$ cat src/rtl/safe_lockout_ctrl_pkg.sv
// safe_pkg: state/status codes and clock default shared by the safe controller and pattern_gen
package safe_pkg;
  localparam int CLK_HZ_DEF = 25_200_000;
  localparam logic [1:0] ST_ARMED   = 2'd0;
  localparam logic [1:0] ST_OPEN    = 2'd1;
  localparam logic [1:0] ST_FAIL    = 2'd2;
  localparam logic [1:0] ST_LOCKOUT = 2'd3;
  typedef enum logic [1:0] {
    ARMED   = ST_ARMED,
    OPEN    = ST_OPEN,
    FAIL    = ST_FAIL,
    LOCKOUT = ST_LOCKOUT
  } state_t;
endpackage

$ cat src/rtl/safe_lockout_ctrl_if.sv
// safe_lockout_ctrl_if: request inputs and status outputs of the lockout controller
interface safe_lockout_ctrl_if;
  logic       ok_in;
  logic       check_valid;
  logic       check_pass;
  logic       relock;
  logic       ok_out;
  logic       set_allow;
  logic [2:0] fail_cnt;
  logic [7:0] lock_remain;
  logic [1:0] vga_status;
  logic       led6_r;
  logic       led6_g;
  modport master (
    output ok_in, check_valid, check_pass, relock,
    input  ok_out, set_allow, fail_cnt, lock_remain, vga_status, led6_r, led6_g
  );
  modport slave (
    input  ok_in, check_valid, check_pass, relock,
    output ok_out, set_allow, fail_cnt, lock_remain, vga_status, led6_r, led6_g
  );
endinterface

$ cat src/rtl/safe_lockout_ctrl_sec_tick_gen.sv
// sec_tick_gen: clearable one-second prescaler with wrap pulse and next-cycle half-period flag
module sec_tick_gen
  import safe_pkg::*;
#(
  parameter int CLK_HZ = CLK_HZ_DEF,
  parameter int W      = (CLK_HZ > 1) ? $clog2(CLK_HZ) : 1
) (
  input  logic         clk,
  input  logic         rst,
  input  logic         i_clr,
  input  logic         i_run,
  output logic [W-1:0] o_cnt,
  output logic         o_wrap,
  output logic         o_half_nxt
);
  logic [W-1:0] r_cnt;
  logic [W-1:0] w_nxt;
  assign o_wrap     = i_run && r_cnt == W'(CLK_HZ - 1);
  assign w_nxt      = (i_clr || o_wrap) ? '0 : i_run ? r_cnt + W'(1) : r_cnt;
  // look-ahead so the blink LED can be registered alongside the state
  assign o_half_nxt = w_nxt < W'(CLK_HZ / 2);
  assign o_cnt      = r_cnt;
  always_ff @(posedge clk)
    r_cnt <= rst ? '0 : w_nxt;
endmodule

$ cat src/rtl/safe_lockout_ctrl.sv
// safe_lockout_ctrl: access FSM gating ok, counting wrong entries and enforcing a timed lockout
module safe_lockout_ctrl
  import safe_pkg::*;
#(
  parameter int CLK_HZ    = CLK_HZ_DEF,
  parameter int MAX_FAIL  = 3,
  parameter int FAIL_HOLD = 25_200_000,
  parameter int LOCK_SEC  = 10
) (
  input logic                 clk,
  input logic                 rst,
  safe_lockout_ctrl_if.slave  bus
);
  localparam int W = (CLK_HZ > 1) ? $clog2(CLK_HZ) : 1;
  state_t       r_state, w_state;
  logic [2:0]   r_fail, w_fail;
  logic [7:0]   r_rem, w_rem;
  logic         r_ok, r_set, r_led_r, r_led_g;
  logic [W-1:0] w_cnt;
  logic         w_wrap, w_half, w_clr, w_run;
  assign w_run = r_state == FAIL || r_state == LOCKOUT;
  assign w_clr = w_state != r_state;
  sec_tick_gen #(.CLK_HZ(CLK_HZ), .W(W)) u_tick (
    .clk        (clk),
    .rst        (rst),
    .i_clr      (w_clr),
    .i_run      (w_run),
    .o_cnt      (w_cnt),
    .o_wrap     (w_wrap),
    .o_half_nxt (w_half)
  );
  always_comb begin
    w_state = r_state;
    w_fail  = r_fail;
    w_rem   = r_rem;
    case (r_state)
      ARMED:
        if (bus.check_valid) begin
          if (bus.check_pass) begin
            w_state = OPEN;
            w_fail  = '0;
          end else if (r_fail + 3'd1 == 3'(MAX_FAIL)) begin
            w_state = LOCKOUT;
            w_fail  = '0;
            w_rem   = 8'(LOCK_SEC);
          end else begin
            w_state = FAIL;
            w_fail  = r_fail + 3'd1;
          end
        end
      OPEN:    w_state = bus.relock ? ARMED : OPEN;
      FAIL:    w_state = (w_cnt == W'(FAIL_HOLD - 1)) ? ARMED : FAIL;
      LOCKOUT:
        if (w_wrap) begin
          w_rem   = r_rem - 8'd1;
          w_state = (r_rem == 8'd1) ? ARMED : LOCKOUT;
        end
      default: w_state = ARMED;
    endcase
  end
  always_ff @(posedge clk) begin
    if (rst) begin
      r_state <= ARMED;
      r_fail  <= '0;
      r_rem   <= '0;
      r_ok    <= 1'b0;
      r_set   <= 1'b0;
      r_led_r <= 1'b0;
      r_led_g <= 1'b0;
    end else begin
      r_state <= w_state;
      r_fail  <= w_fail;
      r_rem   <= w_rem;
      r_ok    <= bus.ok_in && r_state == ARMED;
      r_set   <= w_state == OPEN;
      r_led_g <= w_state == OPEN;
      r_led_r <= w_state == FAIL || (w_state == LOCKOUT && w_half);
    end
  end
  assign bus.ok_out      = r_ok;
  assign bus.set_allow   = r_set;
  assign bus.fail_cnt    = r_fail;
  assign bus.lock_remain = r_rem;
  assign bus.vga_status  = r_state;
  assign bus.led6_r      = r_led_r;
  assign bus.led6_g      = r_led_g;
endmodule
$ cat src/flat_wrapper.sv
// flat-port wrapper written by rule: the top's interface ports become plain ports
module safe_lockout_ctrl_flat import safe_pkg::*;
#(
  parameter int CLK_HZ    = CLK_HZ_DEF,
  parameter int MAX_FAIL  = 3,
  parameter int FAIL_HOLD = 25_200_000,
  parameter int LOCK_SEC  = 10
)
  (clk, rst, bus_ok_in, bus_check_valid, bus_check_pass, bus_relock, bus_ok_out, bus_set_allow, bus_fail_cnt, bus_lock_remain, bus_vga_status, bus_led6_r, bus_led6_g);
  safe_lockout_ctrl_if bus_i ();
  input logic clk;
  input logic rst;
  input wire logic [$bits(bus_i.ok_in)-1:0] bus_ok_in;
  input wire logic [$bits(bus_i.check_valid)-1:0] bus_check_valid;
  input wire logic [$bits(bus_i.check_pass)-1:0] bus_check_pass;
  input wire logic [$bits(bus_i.relock)-1:0] bus_relock;
  output wire logic [$bits(bus_i.ok_out)-1:0] bus_ok_out;
  output wire logic [$bits(bus_i.set_allow)-1:0] bus_set_allow;
  output wire logic [$bits(bus_i.fail_cnt)-1:0] bus_fail_cnt;
  output wire logic [$bits(bus_i.lock_remain)-1:0] bus_lock_remain;
  output wire logic [$bits(bus_i.vga_status)-1:0] bus_vga_status;
  output wire logic [$bits(bus_i.led6_r)-1:0] bus_led6_r;
  output wire logic [$bits(bus_i.led6_g)-1:0] bus_led6_g;
  assign bus_i.ok_in = bus_ok_in;
  assign bus_i.check_valid = bus_check_valid;
  assign bus_i.check_pass = bus_check_pass;
  assign bus_i.relock = bus_relock;
  assign bus_ok_out = bus_i.ok_out;
  assign bus_set_allow = bus_i.set_allow;
  assign bus_fail_cnt = bus_i.fail_cnt;
  assign bus_lock_remain = bus_i.lock_remain;
  assign bus_vga_status = bus_i.vga_status;
  assign bus_led6_r = bus_i.led6_r;
  assign bus_led6_g = bus_i.led6_g;
  safe_lockout_ctrl #(.CLK_HZ(CLK_HZ), .MAX_FAIL(MAX_FAIL), .FAIL_HOLD(FAIL_HOLD), .LOCK_SEC(LOCK_SEC)) u_core (.clk(clk), .rst(rst), .bus(bus_i));
endmodule
$ cat config.mk
export PLATFORM = sky130hd
export DESIGN_NAME = safe_lockout_ctrl_flat
export DESIGN_NICKNAME = d
export VERILOG_FILES = /design/src/rtl/safe_lockout_ctrl_pkg.sv /design/src/rtl/safe_lockout_ctrl_if.sv /design/src/rtl/safe_lockout_ctrl_sec_tick_gen.sv /design/src/rtl/safe_lockout_ctrl.sv /design/src/flat_wrapper.sv
export SDC_FILE = /design/constraint.sdc
export NUM_CORES = 1
export LEC_CHECK = 0
export CAP_MARGIN = 20
export CORE_ASPECT_RATIO = 1.4
export CORE_MARGIN = 1
export CORE_UTILIZATION = 56
export DETAILED_ROUTE_END_ITERATION = 6
export MAX_ROUTING_LAYER = met4
export PLACE_DENSITY = 0.79
export SYNTH_ARGS = -nofsm -noshare
export SYNTH_HDL_FRONTEND = slang
export SYNTH_SLANG_ARGS = --single-unit
$ cat constraint.sdc
create_clock -name clk -period 2.7 [get_ports clk]
set_input_delay 0.54 -clock clk [delete_from_list [all_inputs] [get_ports clk]]
set_output_delay 0.54 -clock clk [all_outputs]
set_load 0.02 [all_outputs]
---- Word level (Yosys, flattened, before mapping) ----
Cells that the tools add are included.
operators by class
  $add $sub $neg .......................... 3
  order comparisons ....................... 1
  eq/ne operators ......................... 14
  mux-type cells .......................... 17
  reductions and logical operators ........ 10
operator list
  cell                                                                     number
  25-bit 2-to-1 mux                                                        2
  8-bit 2-to-1 mux                                                         4
  25-bit by 1-bit adder with 25-bit output (second input constant)         1
  25-bit equality test (second input constant)                             1
  25-bit by 24-bit < comparator with 1-bit output (second input constant)  1
  8-bit one-hot mux with 2 select lines                                    1
  2-bit 2-to-1 mux                                                         5
  2-bit equality test (second input constant)                              4
  8-bit by 1-bit equality test with 1-bit output (second input constant)   1
  2-bit one-hot mux with 4 select lines                                    1
  8-bit by 1-bit subtractor with 8-bit output (second input constant)      1
  3-bit 2-to-1 mux                                                         2
  2-bit != test (second input constant)                                    3
  5-bit AND reduction                                                      1
  2-bit by 1-bit equality test with 1-bit output (second input constant)   2
  3-bit by 1-bit adder with 3-bit output (second input constant)           1
  3-bit by 2-bit equality test with 1-bit output (second input constant)   1
  1-bit logical AND                                                        3
  1-bit logical OR                                                         3
  2-bit logical NOT                                                        1
  1-bit 2-to-1 mux                                                         2
  2-bit by 1-bit != test with 1-bit output (second input constant)         1
  2-bit != test                                                            1
  2-bit AND reduction                                                      1
  2-bit nonzero test                                                       1
storage, ports and cells
  flip-flop bits (word level) ............. 41
  bits of input ports ..................... 6

---- Depth between registers and ports, before layout ----
  depth in word-level cells ............... 12
  gate-level depth with buffers ........... 8
  gate-level depth less buffers ........... 7

---- Hierarchy ----
A second synthesis with hierarchy kept.
unflattened totals
  cells, all modules ...................... 288
  area, all modules ....................... 2566.2 µm²
modules (own cells, without submodules)
  module             times used  cells an instance  area each (µm²)  sequential area each (µm²)
  sec_tick_gen       1           186                1616.6           500.5
  safe_lockout_ctrl  1           102                949.7            320.3

---- Worst setup path after synthesis ----
OpenSTA, ideal clock, no wires.
  path type ............................... register to register
  start ................................... reg u_core.r_rem[2] (netlist: u_core.bus.lock_remain[2])
  end ..................................... reg u_core.u_tick.r_cnt[9] (netlist: u_core.u_tick.o_cnt[9])
  arrival ................................. 2.224 ns
  data required time ...................... 2.582 ns
  setup slack ............................. 0.358 ns
  stages on the path, launching flop included .. 8
  path buffers ............................ 1
  clock period less this slack ............ 2.342 ns
  cells stage by stage .................... dfxtp_1 > or4_4 > or4b_4 > nor4_2 > o21ai_1 > nand4b_2 > buf_6 > nor2_1
between the ends
  longest elaborated chain between the ends .. 7
ends and longest elaborated chain
  item                                            RTL line                              source
  start: declaration                              safe_lockout_ctrl.sv:17               logic [7:0] r_rem, w_rem;
  start signal: assignment                        safe_lockout_ctrl.sv:73               r_rem <= w_rem;
  8-bit by 1-bit equality test with 1-bit output  safe_lockout_ctrl.sv:56               w_state = (r_rem == 8'd1) ? ARMED : LOCKOUT;
  2-bit 2-to-1 mux                                safe_lockout_ctrl.sv:56
  2-bit 2-to-1 mux                                safe_lockout_ctrl.sv:54               if (w_wrap) begin
  2-bit one-hot mux with 4 select lines           safe_lockout_ctrl.sv:36               case (r_state)
  2-bit != test                                   safe_lockout_ctrl.sv:22               assign w_clr = w_state != r_state;
  1-bit logical OR                                safe_lockout_ctrl_sec_tick_gen.sv:19  assign w_nxt = (i_clr || o_wrap) ? '0 : i_run ? r_cnt + W'(1) : r_cnt;
  25-bit 2-to-1 mux                               safe_lockout_ctrl_sec_tick_gen.sv:19
  end signal: assignment                          safe_lockout_ctrl_sec_tick_gen.sv:24  r_cnt <= rst ? '0 : w_nxt;
  end: declaration                                safe_lockout_ctrl_sec_tick_gen.sv:16  logic [W-1:0] r_cnt;
Every way passes these cells.
A chain may end at the register's enable or synchronous reset.

---- Worst setup path in the final report ----
  start ................................... reg u_core.r_rem[2] (netlist: u_core.bus.lock_remain[2])
  end ..................................... reg u_core.u_tick.r_cnt[7] (netlist: u_core.u_tick.o_cnt[7])
Same word-level chain as after synthesis.

==> summary.txt <==
Setup path
  • Critical path's slowest cell: or4_4
  • Setup crit end: u_core.u_tick.o_cnt[7]
  • Worst R2R Setup Slack: 0.26 ns
  • Kind of critical path: reg2reg
  • Crit. Startpoint: u_core.bus.lock_remain[2]
  • Startpoint Class: register
  • FF-to-FF Start: u_core.bus.lock_remain[2]
  • CP arrival: 2.61 ns
  • Critical path's largest stage delay: 0.56 ns
  • CP Max Fanout: 25
  • CP Capture Type: register
  • Worst Reg2Reg Path Length in Cells: 7
  • FF-to-FF End: u_core.u_tick.o_cnt[7]
  • Crit-path cells: or4_4 > or4b_4 > nor4_2 > o21ai_1 > nand4b_2 > buf_12 > a21oi_1
  • CP Data Required Time: 2.88 ns

Power and ir drop
  • Final total power: 1.189 mW
  • Leak Pwr: 0.8822 nW
  • Worst vdd ir: 0.5671 mV
  • PD cells: 452.7 nW/µm²

Global routing
  • Global Route Usage Sum: 0.2445
  • Largest net degree at the start of global routing: 26
  • Vias in the first global route: 1813
  • Met2 usage: 0.4181
  • GRT busiest layer: met2
  • Remaining global-route overflow: 0
  • First-pass GRT wire length: 8.079 mm
  • Met3 Use GR: 0.04553
  • Initial antenna violation count: 0
  • Met1 usage: 0.2632

Hold path
  • Hold WC Path Type: reg2reg
  • WHS Path Cells: 2

Timing
  • Slew headroom: 0.5597
  • Setup violators final: 0
  • Fin crit period: 2.436 ns
  • Max Clk Rate: 410.6 MHz
  • Measured slew at the worst slew-check pin: 0.6554 ns
  • Final slew viol count: 0
  • Clk_skew: 0.006005 ns
  • Crit share post-route: 0.9021
  • Final Hold Fails: 0
  • RSZ-0062 raised after global routing: no
  • Setup TNS: 0 ns

Detailed routing
  • DRT iter0 DRCs: 35
  • Routed Antenna Nets: 0
  • Wire per inst: 14.74 µm
  • Via density per instance: 5.985
  • Drt pass-1 iters: 4
  • Post-route DRC: 0
  • Routed vias: 1993
  • WL final: 4.910 mm

Floorplanning
  • Die X: 55.63 µm
  • DIE HEIGHT: 77.08 µm
  • # rows: 26
  • Initial Util: 0.6027
  • Die area: 4287 µm²
  • IO Pins: 23
  • Core box area: 3741 µm²

Clock network
  • Clock Sinks: 41
  • CTS Root Cell: clkbuf_8
  • Clock slew at reported path FFs: 0.08 ns
  • Clock Latency Late Sink: 0.30 ns
  • Hold buffers post-CTS: 0
  • CTS tree: yes
  • Post-CTS sizing: 0
  • Total CTS buffers: 5
  • Post-CTS setup buffers: 0
  • Max Root-Sink Buffers: 2
  • H-tree Lvls: 2

Yosys
  • Synthesized area: 2255 µm²
  • Ys flop type: dfxtp_1
  • Ys async rst share: 0
  • Post-synthesis mux area share: 0.01332
  • Yosys cell types: 55
  • Largest family of logic cells by synthesized area: simple AND/OR/NAND/NOR gates
  • Adder-cell share of the synthesized area: 0.02775
  • Synth area leader: dfxtp_1
  • XOR/XNOR Fraction of Synth Area: 0.1204
  • Number of synthesized flops with an enable pin: 0
  • Simple-Gate Fraction of Synth Area: 0.3174
  • Mapped Cells: 268
  • Seq/Total Area, Yosys: 0.3640
  • Post-synthesis compound-gate area fraction: 0.1110
  • Top-area cell type share of the netlist area: 0.3640
  • Post-Syn Area per Cell: 8.413 µm²
  • Flops & latches, synth: 41
  • Syn_nets: 279
  • Synth Warn #: 0
  • Synth area leaders: dfxtp_1, nor2_1, xor2_1

Cells and area
  • Final nets: 302
  • Diodes inserted: 0
  • Area grow syn2layout: 16.48%
  • Most common cell after layout, fill and taps aside: dfxtp_1
  • Share of cells above drive strength 1: 0.08935
  • Most frequent cells in the layout: dfxtp_1, nor2_1, clkdlybuf4s50_1

Placement
  • Gpl congestion: 0.8015
  • Port bufs: 22
  • Final HPWL DP: 3.511 mm

Run status
  • Run status: finished clean

Flow run
  • # Max-Cap Violations: 0
[metal layers]
layer / vias to the layer above / part of all wire / wire length [µm]
met5: - / 0 / 0
met4: 0 / 0.028 / 138
met3: 13 / 0.045 / 219
met2: 52 / 0.51 / 2507
met1: 927 / 0.42 / 2045
li1: 1001 / - / -
[sequential cells by signal, summed over array words and instances, names as in the netlist]
signal and cells:
u_core.bus.set_allow 1, u_core.bus.vga_status 2, u_core.bus.fail_cnt 3, u_core.bus.ok_out 1
u_core.u_tick.o_cnt 25, u_core.bus.lock_remain 8, u_core.bus.led6_r 1
[synth_stat cells (2+ instances only)]
master and count:
a21oi_1 8, nand3_1 13, xor2_1 16, nor4bb_1 2, nand4_1 13, mux2i_1 3
o2111ai_1 2, nor2_1 38, and3_1 4, o211ai_1 4, nor4b_1 3, a21o_1 2
and4_1 3, or2_2 3, nor3_1 14, ha_1 5, clkbuf_1 8, and2_1 2
or3b_2 2, o21ai_0 5, a2111oi_0 2, xnor2_1 15, dfxtp_1 41, nand2_1 13
nor2b_1 4, nand2b_1 2, buf_6 2, inv_1 9, nor4_1 3, a31oi_1 2
[power breakdown]
group	leakage, nW	switching, mW	internal (mW)
combinational	0.497	0.0478	0.0431
clock	0.0540	0.205	0.269
sequential	0.331	0.0109	0.613
total	0.882	0.264	0.925
[per-stage QoR]
step / instance area, µm² / cells / utilization / worst slack [ns] / hold slack (ns)
2_1_floorplan: 2255 / 268 / - / 0.3584 / 0.5027
3_3_place_gp: 2522 / 326 / 0.6742 / 0.2456 / 0.5179
3_5_place_dp: 2522 / 326 / 0.6742 / 0.1600 / 0.5101
4_1_cts: 2626 / 333 / 0.7020 / 0.2784 / 0.5244
5_1_grt: 2626 / 333 / 0.7020 / 0.1167 / 0.5673
6_report: 2626 / 333 / 0.7020 / 0.2644 / 0.5330
[cell type report]
class	instances	area, µm²
Clock buffer	5	68.82
Clock inverter	2	35.03
Fill cell	310	1115
Inverter	9	33.78
Multi-Input combinational cell	205	1330
Sequential cell	41	820.8
Tap cell	42	52.55
Timing Repair Buffer	29	285.3
[worst max-delay path, delay by kind of cell (launching register included)]
| kind | cells | cell delay, ns |
|---|---|---|
| compound gates | 2 | 0.18 |
| buf+inv | 1 | 0.18 |
| simple gates | 4 | 1.60 |
| flops | 1 | 0.36 |
[worst min-delay path by stage]
stage                                 startpoint                     end  slack [ns]
after floorplan           u_core.u_tick.o_cnt[1]  u_core.u_tick.o_cnt[1]        0.50
after global placement    u_core.bus.fail_cnt[2]  u_core.bus.fail_cnt[2]        0.52
after detailed placement  u_core.bus.fail_cnt[2]  u_core.bus.fail_cnt[2]        0.51
after CTS                 u_core.bus.fail_cnt[2]  u_core.bus.fail_cnt[2]        0.52
after global routing      u_core.bus.fail_cnt[2]  u_core.bus.fail_cnt[2]        0.57
final                     u_core.bus.fail_cnt[2]  u_core.bus.fail_cnt[2]        0.53
[kinds of logic after synthesis]
family	Yosys count
simple gates	130
flops	41
compound gates	36
xor+xnor	31
buf+inv	22
fa+ha+maj	5
mux	3
(Power assumes the default switching activity.)
